==> src/rtl/io_bus_initiator_pkg.sv <==
// ============================================================
// Package : io_bus_initiator_pkg
// Shared widths, defaults and state encodings for the I/O bus initiator.
// Rev     : 1.0
// ============================================================
`default_nettype none

package io_bus_initiator_pkg;

  localparam int ADDR_W = 22;
  localparam int DATA_W = 64;
  localparam int IDX_W  = 4;
  localparam int CNT_W  = 8;

  localparam logic [ADDR_W-1:0] IO_BASE_DEFAULT = 22'h100000;
  localparam int unsigned       TIMEOUT_DEFAULT = 255;

  localparam logic [1:0] ST_IDLE = 2'd0;
  localparam logic [1:0] ST_REQ  = 2'd1;
  localparam logic [1:0] ST_RESP = 2'd2;

endpackage : io_bus_initiator_pkg

`default_nettype wire

==> src/rtl/io_bus_initiator_if.sv <==
// ============================================================
// Interface : io_bus_initiator_if
// CPU-side request/ack bus and I/O-side request/ack bus of the initiator.
// Rev       : 1.0
// ============================================================
`default_nettype none

interface io_bus_initiator_if;
  import io_bus_initiator_pkg::*;

  logic [ADDR_W-1:0] cpu_addr;
  logic              cpu_rd_req;
  logic              cpu_wr_req;
  logic [DATA_W-1:0] cpu_wr_data;
  logic [DATA_W-1:0] cpu_rd_data;
  logic              cpu_rd_ack;
  logic              cpu_wr_ack;
  logic              cpu_err;

  logic [IDX_W-1:0]  io_rd_addr;
  logic              io_rd_req;
  logic [DATA_W-1:0] io_rd_data;
  logic              io_rd_ack;
  logic [IDX_W-1:0]  io_wr_addr;
  logic              io_wr_req;
  logic [DATA_W-1:0] io_wr_data;
  logic              io_wr_ack;

  modport master (
    input  cpu_addr, cpu_rd_req, cpu_wr_req, cpu_wr_data,
    output cpu_rd_data, cpu_rd_ack, cpu_wr_ack, cpu_err,
    output io_rd_addr, io_rd_req, io_wr_addr, io_wr_req, io_wr_data,
    input  io_rd_data, io_rd_ack, io_wr_ack
  );

  modport slave (
    output cpu_addr, cpu_rd_req, cpu_wr_req, cpu_wr_data,
    input  cpu_rd_data, cpu_rd_ack, cpu_wr_ack, cpu_err,
    input  io_rd_addr, io_rd_req, io_wr_addr, io_wr_req, io_wr_data,
    output io_rd_data, io_rd_ack, io_wr_ack
  );

endinterface : io_bus_initiator_if

`default_nettype wire

==> src/rtl/io_bus_initiator.sv <==
// ============================================================
// Module : io_bus_initiator
// Bridges CPU word accesses into a 16-register I/O window with ack timeout.
// Rev    : 1.0
// ============================================================
`default_nettype none

module io_bus_initiator
  import io_bus_initiator_pkg::*;
#(
  parameter logic [ADDR_W-1:0] IO_BASE = IO_BASE_DEFAULT,
  parameter int unsigned       TIMEOUT = TIMEOUT_DEFAULT
) (
  input  wire logic          clk,
  input  wire logic          rst,
  io_bus_initiator_if.master bus
);

  localparam logic [CNT_W-1:0] C_TIMEOUT = CNT_W'(TIMEOUT);

  logic [1:0]        state_q,       state_d;
  logic [CNT_W-1:0]  cnt_q,         cnt_d;
  logic              is_wr_q,       is_wr_d;
  logic              in_win_q,      in_win_d;
  logic [IDX_W-1:0]  idx_q,         idx_d;
  logic [DATA_W-1:0] wr_data_q,     wr_data_d;
  logic              io_rd_req_q,   io_rd_req_d;
  logic              io_wr_req_q,   io_wr_req_d;
  logic              cpu_rd_ack_q,  cpu_rd_ack_d;
  logic              cpu_wr_ack_q,  cpu_wr_ack_d;
  logic              cpu_err_q,     cpu_err_d;
  logic [DATA_W-1:0] cpu_rd_data_q, cpu_rd_data_d;

  logic             w_accept;
  logic             w_in_win;
  logic             w_ack_match;
  logic [CNT_W-1:0] w_cnt_inc;
  logic             w_timeout;
  logic             w_done;
  logic             w_ok;

  assign w_accept    = (state_q == ST_IDLE) && (bus.cpu_wr_req || bus.cpu_rd_req);
  assign w_in_win    = bus.cpu_addr[ADDR_W-1:IDX_W] == IO_BASE[ADDR_W-1:IDX_W];
  // Only the ack matching the outstanding direction may complete it.
  assign w_ack_match = is_wr_q ? bus.io_wr_ack : bus.io_rd_ack;
  assign w_cnt_inc   = cnt_q + 1'b1;
  assign w_timeout   = (w_cnt_inc == C_TIMEOUT);
  // An out-of-window access spends one REQ cycle with no I/O request, then errors.
  assign w_done      = !in_win_q || w_ack_match || w_timeout;
  assign w_ok        = in_win_q && w_ack_match;

  always_ff @(posedge clk) begin
    if (rst) begin
      state_q       <= ST_IDLE;
      cnt_q         <= '0;
      is_wr_q       <= 1'b0;
      in_win_q      <= 1'b0;
      idx_q         <= '0;
      wr_data_q     <= '0;
      io_rd_req_q   <= 1'b0;
      io_wr_req_q   <= 1'b0;
      cpu_rd_ack_q  <= 1'b0;
      cpu_wr_ack_q  <= 1'b0;
      cpu_err_q     <= 1'b0;
      cpu_rd_data_q <= '0;
    end else begin
      state_q       <= state_d;
      cnt_q         <= cnt_d;
      is_wr_q       <= is_wr_d;
      in_win_q      <= in_win_d;
      idx_q         <= idx_d;
      wr_data_q     <= wr_data_d;
      io_rd_req_q   <= io_rd_req_d;
      io_wr_req_q   <= io_wr_req_d;
      cpu_rd_ack_q  <= cpu_rd_ack_d;
      cpu_wr_ack_q  <= cpu_wr_ack_d;
      cpu_err_q     <= cpu_err_d;
      cpu_rd_data_q <= cpu_rd_data_d;
    end
  end

  always_comb begin
    state_d = state_q;
    case (state_q)
      ST_IDLE: if (w_accept) state_d = ST_REQ;
      ST_REQ:  if (w_done)   state_d = ST_RESP;
      ST_RESP: state_d = ST_IDLE;
      default: state_d = ST_IDLE;
    endcase
  end

  always_comb begin
    cnt_d         = cnt_q;
    is_wr_d       = is_wr_q;
    in_win_d      = in_win_q;
    idx_d         = idx_q;
    wr_data_d     = wr_data_q;
    io_rd_req_d   = 1'b0;
    io_wr_req_d   = 1'b0;
    cpu_rd_ack_d  = 1'b0;
    cpu_wr_ack_d  = 1'b0;
    cpu_err_d     = 1'b0;
    cpu_rd_data_d = cpu_rd_data_q;
    case (state_q)
      ST_IDLE: begin
        if (w_accept) begin
          cnt_d       = '0;
          is_wr_d     = bus.cpu_wr_req;
          in_win_d    = w_in_win;
          idx_d       = bus.cpu_addr[IDX_W-1:0];
          wr_data_d   = bus.cpu_wr_data;
          io_wr_req_d = w_in_win && bus.cpu_wr_req;
          io_rd_req_d = w_in_win && !bus.cpu_wr_req;
        end
      end
      ST_REQ: begin
        if (w_done) begin
          cpu_wr_ack_d = is_wr_q;
          cpu_rd_ack_d = !is_wr_q;
          cpu_err_d    = !w_ok;
          if (!w_ok) begin
            cpu_rd_data_d = '0;
          end else if (!is_wr_q) begin
            cpu_rd_data_d = bus.io_rd_data;
          end
        end else begin
          cnt_d       = w_cnt_inc;
          io_rd_req_d = io_rd_req_q;
          io_wr_req_d = io_wr_req_q;
        end
      end
      default: begin
      end
    endcase
  end

  assign bus.cpu_rd_data = cpu_rd_data_q;
  assign bus.cpu_rd_ack  = cpu_rd_ack_q;
  assign bus.cpu_wr_ack  = cpu_wr_ack_q;
  assign bus.cpu_err     = cpu_err_q;
  assign bus.io_rd_addr  = idx_q;
  assign bus.io_rd_req   = io_rd_req_q;
  assign bus.io_wr_addr  = idx_q;
  assign bus.io_wr_req   = io_wr_req_q;
  assign bus.io_wr_data  = wr_data_q;

endmodule : io_bus_initiator

`default_nettype wire

==> src/flat_wrapper.sv <==
// flat-port wrapper written by rule: the top's interface ports become plain ports
module io_bus_initiator_flat import io_bus_initiator_pkg::*;
#(
  parameter logic [ADDR_W-1:0] IO_BASE = IO_BASE_DEFAULT,
  parameter int unsigned       TIMEOUT = TIMEOUT_DEFAULT
)
  (clk, rst, bus_cpu_addr, bus_cpu_rd_req, bus_cpu_wr_req, bus_cpu_wr_data, bus_cpu_rd_data, bus_cpu_rd_ack, bus_cpu_wr_ack, bus_cpu_err, bus_io_rd_addr, bus_io_rd_req, bus_io_wr_addr, bus_io_wr_req, bus_io_wr_data, bus_io_rd_data, bus_io_rd_ack, bus_io_wr_ack);
  io_bus_initiator_if bus_i ();
  input  wire logic clk;
  input  wire logic rst;
  input wire logic [$bits(bus_i.cpu_addr)-1:0] bus_cpu_addr;
  input wire logic [$bits(bus_i.cpu_rd_req)-1:0] bus_cpu_rd_req;
  input wire logic [$bits(bus_i.cpu_wr_req)-1:0] bus_cpu_wr_req;
  input wire logic [$bits(bus_i.cpu_wr_data)-1:0] bus_cpu_wr_data;
  output wire logic [$bits(bus_i.cpu_rd_data)-1:0] bus_cpu_rd_data;
  output wire logic [$bits(bus_i.cpu_rd_ack)-1:0] bus_cpu_rd_ack;
  output wire logic [$bits(bus_i.cpu_wr_ack)-1:0] bus_cpu_wr_ack;
  output wire logic [$bits(bus_i.cpu_err)-1:0] bus_cpu_err;
  output wire logic [$bits(bus_i.io_rd_addr)-1:0] bus_io_rd_addr;
  output wire logic [$bits(bus_i.io_rd_req)-1:0] bus_io_rd_req;
  output wire logic [$bits(bus_i.io_wr_addr)-1:0] bus_io_wr_addr;
  output wire logic [$bits(bus_i.io_wr_req)-1:0] bus_io_wr_req;
  output wire logic [$bits(bus_i.io_wr_data)-1:0] bus_io_wr_data;
  input wire logic [$bits(bus_i.io_rd_data)-1:0] bus_io_rd_data;
  input wire logic [$bits(bus_i.io_rd_ack)-1:0] bus_io_rd_ack;
  input wire logic [$bits(bus_i.io_wr_ack)-1:0] bus_io_wr_ack;
  assign bus_i.cpu_addr = bus_cpu_addr;
  assign bus_i.cpu_rd_req = bus_cpu_rd_req;
  assign bus_i.cpu_wr_req = bus_cpu_wr_req;
  assign bus_i.cpu_wr_data = bus_cpu_wr_data;
  assign bus_cpu_rd_data = bus_i.cpu_rd_data;
  assign bus_cpu_rd_ack = bus_i.cpu_rd_ack;
  assign bus_cpu_wr_ack = bus_i.cpu_wr_ack;
  assign bus_cpu_err = bus_i.cpu_err;
  assign bus_io_rd_addr = bus_i.io_rd_addr;
  assign bus_io_rd_req = bus_i.io_rd_req;
  assign bus_io_wr_addr = bus_i.io_wr_addr;
  assign bus_io_wr_req = bus_i.io_wr_req;
  assign bus_io_wr_data = bus_i.io_wr_data;
  assign bus_i.io_rd_data = bus_io_rd_data;
  assign bus_i.io_rd_ack = bus_io_rd_ack;
  assign bus_i.io_wr_ack = bus_io_wr_ack;
  io_bus_initiator #(.IO_BASE(IO_BASE), .TIMEOUT(TIMEOUT)) u_core (.clk(clk), .rst(rst), .bus(bus_i));
endmodule
==> config.mk <==
export PLATFORM = sky130hd
export DESIGN_NAME = io_bus_initiator_flat
export DESIGN_NICKNAME = d
export VERILOG_FILES = /design/src/rtl/io_bus_initiator_pkg.sv /design/src/rtl/io_bus_initiator_if.sv /design/src/rtl/io_bus_initiator.sv /design/src/flat_wrapper.sv
export SDC_FILE = /design/constraint.sdc
export NUM_CORES = 1
export LEC_CHECK = 0
export ABC_AREA = 0
export CAP_MARGIN = 10
export CORE_UTILIZATION = 42
export DETAILED_ROUTE_END_ITERATION = 12
export PLACE_DENSITY = 0.87
export SYNTH_ARGS = -nofsm -noshare
export SYNTH_HDL_FRONTEND = slang
export SYNTH_SLANG_ARGS = --single-unit
==> constraint.sdc <==
create_clock -name clk -period 4.5 [get_ports clk]
set_input_delay 1.125 -clock clk [delete_from_list [all_inputs] [get_ports clk]]
set_output_delay 1.125 -clock clk [all_outputs]
set_load 0.03 [all_outputs]
==> results_dict.tcl <==
set metrics [dict create \
    timing.final.crit_share_pct 64.4 \
    tightestPinTransition_ps 865 \
    power_density_nw_per_um2 367 \
    synth_top_family_by_area "simple AND/OR/NAND/NOR gates" \
    synth_flop_cell "sky130_fd_sc_hd__dfxtp_1" \
    cts_root_buf "sky130_fd_sc_hd__clkbuf_16" \
    worst_setup_path_start_kind "register" \
    max-vdd-ir-drop_mv 0.330 \
    max_slew_margin_pct 42.3 \
    antenna_violating_nets_post_route 0 \
    first_pass_grt_wire_length_um 26700 \
    yosys-mux-area-fraction_pct 0.358 \
    yosysTopAreaCellShare_pct 53.3 \
    rsz0062_at_grt "no" \
    drt-total-wl_um 16700 \
    synth.top_cells.by_area "sky130_fd_sc_hd__dfxtp_1 53%, sky130_fd_sc_hd__nand2_1 14%, sky130_fd_sc_hd__nand2b_1 7.6%" \
    design.core.area_um2 12800 \
    initial_drt_markers 298 \
    critical_path_peak_fanout 54 \
    drt_drc_violations_left 0 \
    setup.worst_path.class "reg -> reg" \
    netlist-cell-type-count 39 \
    tritoncts_buffers 17 \
    portBuffers 296 \
    gr_ovfl_total 0 \
    count_of_nets_after_finishing 1114 \
    mappedNetlistArea_um2 5600 \
    firstDrtPassIters 4 \
    placed_area_um2 8590 \
    postSynthCellCount 682 \
    area_fraction_in_and_or_nand_and_nor_cells_after_synthesis_pct 25.8 \
    initial_core_util_pct 43.6 \
    final_design_area_no_fill_um2 9190 \
    ys_warn_count 0 \
    drive_above_1_share_pct 4.55 \
    synthMostInstantiatedCell "sky130_fd_sc_hd__nand2_1" \
    timing_hold_violations_final 0 \
    cts.sink_count 149 \
    post_cts_buffers 0 \
    setup_viol_count_final 0 \
    worst-endpoint-required_ps 4780 \
    route.detailed.wl_per_inst_um 14.7 \
    floorplan.die_area_um2 13800 \
    grt_antenna_before_repair 0 \
    cts_hold_buffers 0 \
    slew_viol_final 0 \
    ctsHtreeMaxLevel 4 \
    antennaDiodeCount 0 \
    clockBufferDepth 2 \
    mappedNetlistNets 840 \
    num-fill-cells 969 \
    synth.cells.most_frequent "211 x sky130_fd_sc_hd__nand2_1, 149 x sky130_fd_sc_hd__dfxtp_1, 76 x sky130_fd_sc_hd__a21oi_1, 68 x sky130_fd_sc_hd__nand2b_1, 61 x sky130_fd_sc_hd__o21ai_1" \
    layout-area-overhead-vs-synth_pct 64.2 \
    grt_start_max_net_pins 72 \
    via_count_of_the_first_global_routing_pass 5402 \
    synth_xor_area_share_pct 0 \
    timing.critical_path.to_type "register" \
    finalHoldWorstSlack_ps 448 \
    async_reset_ff_share_pct 0 \
    route.detailed.vias_per_inst 4.91 \
    power.static_leakage_uw 0.00332 \
    post_synth_fa_ha_maj_area_fraction_pct 0.447 \
    postSynthRegisterBits 149 \
    outcome "complete, no violations" \
    worst-endpoint-arrival_ps 3180 \
    ioPinCount 297 \
    worst_clock_skew_ps 7.04 \
    seq_area_frac_synth_pct 53.3 \
    vias 5594 \
    clock.fmax_mhz 345 \
    yosysTopAreaCell "sky130_fd_sc_hd__dfxtp_1" \
    die-height_um 117 \
    tritoncts "done" \
    post_cts_resize_count 0 \
    fp-row-count 41 \
    synth_compound_gate_area_share_pct 15.7 \
    path_clk_slew_ps 60 \
    layout_min_cycle_time_ps 2900 \
    place_congestion 0.789 \
    fin_setup_tns_ps 0 \
    worstSkewPairLatency_ps 420 \
    dpl_wire_length_um 11100 \
    synth-edff-count 0 \
    groute.usage.overall_pct 24.3 \
    fp.dieW_um 117 \
    max-cap-violations 0 \
    synthesis.area_per_instance_um2 8.20 \
    type_of_the_most_critical_hold_path "reg -> reg" \
]
==> registers in the layout, indices dropped and copies added (netlist names) <==
signal                  count
u_core.bus.cpu_rd_data     64
u_core.bus.io_wr_data      64
u_core.cnt_q                8
u_core.bus.io_rd_addr       4
u_core.state_q              2
u_core.bus.cpu_err          1
u_core.bus.cpu_rd_ack       1
u_core.bus.cpu_wr_ack       1
u_core.bus.io_rd_req        1
u_core.bus.io_wr_req        1
u_core.in_win_q             1
u_core.is_wr_q              1
==> critical path: stages, from the launching register on <==
cell and delay [ps]:
sky130_fd_sc_hd__dfxtp_1 450, sky130_fd_sc_hd__ha_1 270, sky130_fd_sc_hd__and3_1 260, sky130_fd_sc_hd__mux2i_1 250, sky130_fd_sc_hd__o221ai_2 340, sky130_fd_sc_hd__a31oi_4 450, sky130_fd_sc_hd__buf_4 530, sky130_fd_sc_hd__o21ai_0 170
==> cell usage in the layout, fill, tap and decap left out, types with 3 or more instances in the layout <==
cell type,n
sky130_fd_sc_hd__clkinvlp_4,3
sky130_fd_sc_hd__and3_1,3
sky130_fd_sc_hd__o21a_1,3
sky130_fd_sc_hd__nor3_1,3
sky130_fd_sc_hd__a21oi_1,76
sky130_fd_sc_hd__clkdlybuf4s50_1,295
sky130_fd_sc_hd__nand2b_1,68
sky130_fd_sc_hd__nand2_1,210
sky130_fd_sc_hd__a31oi_1,9
sky130_fd_sc_hd__nor2b_1,3
sky130_fd_sc_hd__clkbuf_8,5
sky130_fd_sc_hd__clkinv_2,3
sky130_fd_sc_hd__nor2_1,9
sky130_fd_sc_hd__dfxtp_1,149
sky130_fd_sc_hd__o21ai_0,7
sky130_fd_sc_hd__clkbuf_16,17
sky130_fd_sc_hd__o21ai_1,60
sky130_fd_sc_hd__buf_4,7
sky130_fd_sc_hd__nand3_1,6
sky130_fd_sc_hd__nor4_1,3
==> layer usage <==
metal,routed length [um],global-route usage (%)
met5,0,0
met4,373,10.6
met3,1490,10.6
met2,8080,39.9
met1,6780,27.1
==> final cells by class <==
cell class / count / area [um2] / share of cell area [%]
clock buffer: 23 / 498 / 5.42
tap: 172 / 215 / 2.34
clock inverter: 8 / 97.6 / 1.06
multi-input combinational: 484 / 2380 / 25.9
timing repair buffer: 302 / 3010 / 32.7
sequential: 149 / 2980 / 32.5
inverter: 2 / 7.51 / 0.0817
==> where the power goes <==
| part | internal [uW] | switching, uW | leakage, uW | total [uW] |
|---|---|---|---|---|
| combinational | 261 | 286 | 0.00182 | 547 |
| sequential | 1380 | 29.7 | 0.00121 | 1410 |
| clock | 883 | 537 | 0.000287 | 1420 |
==> stage by stage <==
stage	util [%]	cells	power [uW]	worst slack [ps]
after floorplan	-	682	1700	2200
after global placement	67.0	1109	1970	1460
after detailed placement	67.0	1109	1980	1400
after CTS	71.6	1140	3400	1610
after global routing	71.6	1140	3500	1380
final	71.6	1140	3370	1600
==> path summary, 6_finish.rpt <==
| path | startpoint | endpoint | slack (ps) | cells after the start |
|---|---|---|---|---|
| max | u_core.cnt_q[1] | u_core.bus.cpu_rd_data[11] | 1600 | 7 |
| min | u_core.bus.io_wr_data[27] | u_core.bus.io_wr_data[27] | 450 | 2 |
| max reg2reg | u_core.cnt_q[1] | u_core.bus.cpu_rd_data[11] | 1600 | 7 |
| min reg2reg | u_core.bus.io_wr_data[27] | u_core.bus.io_wr_data[27] | 450 | 2 |
==> kinds of logic (layout without fill, tap and decap cells) <==
kind of cell | after synthesis | after routing
flops | 149 | 149
buf+inv | 49 | 335
fa+ha+maj | 2 | 2
simple gates | 317 | 317
compound gates | 163 | 163
mux | 2 | 2
Note: power is estimated with default switching activity, not from simulation.
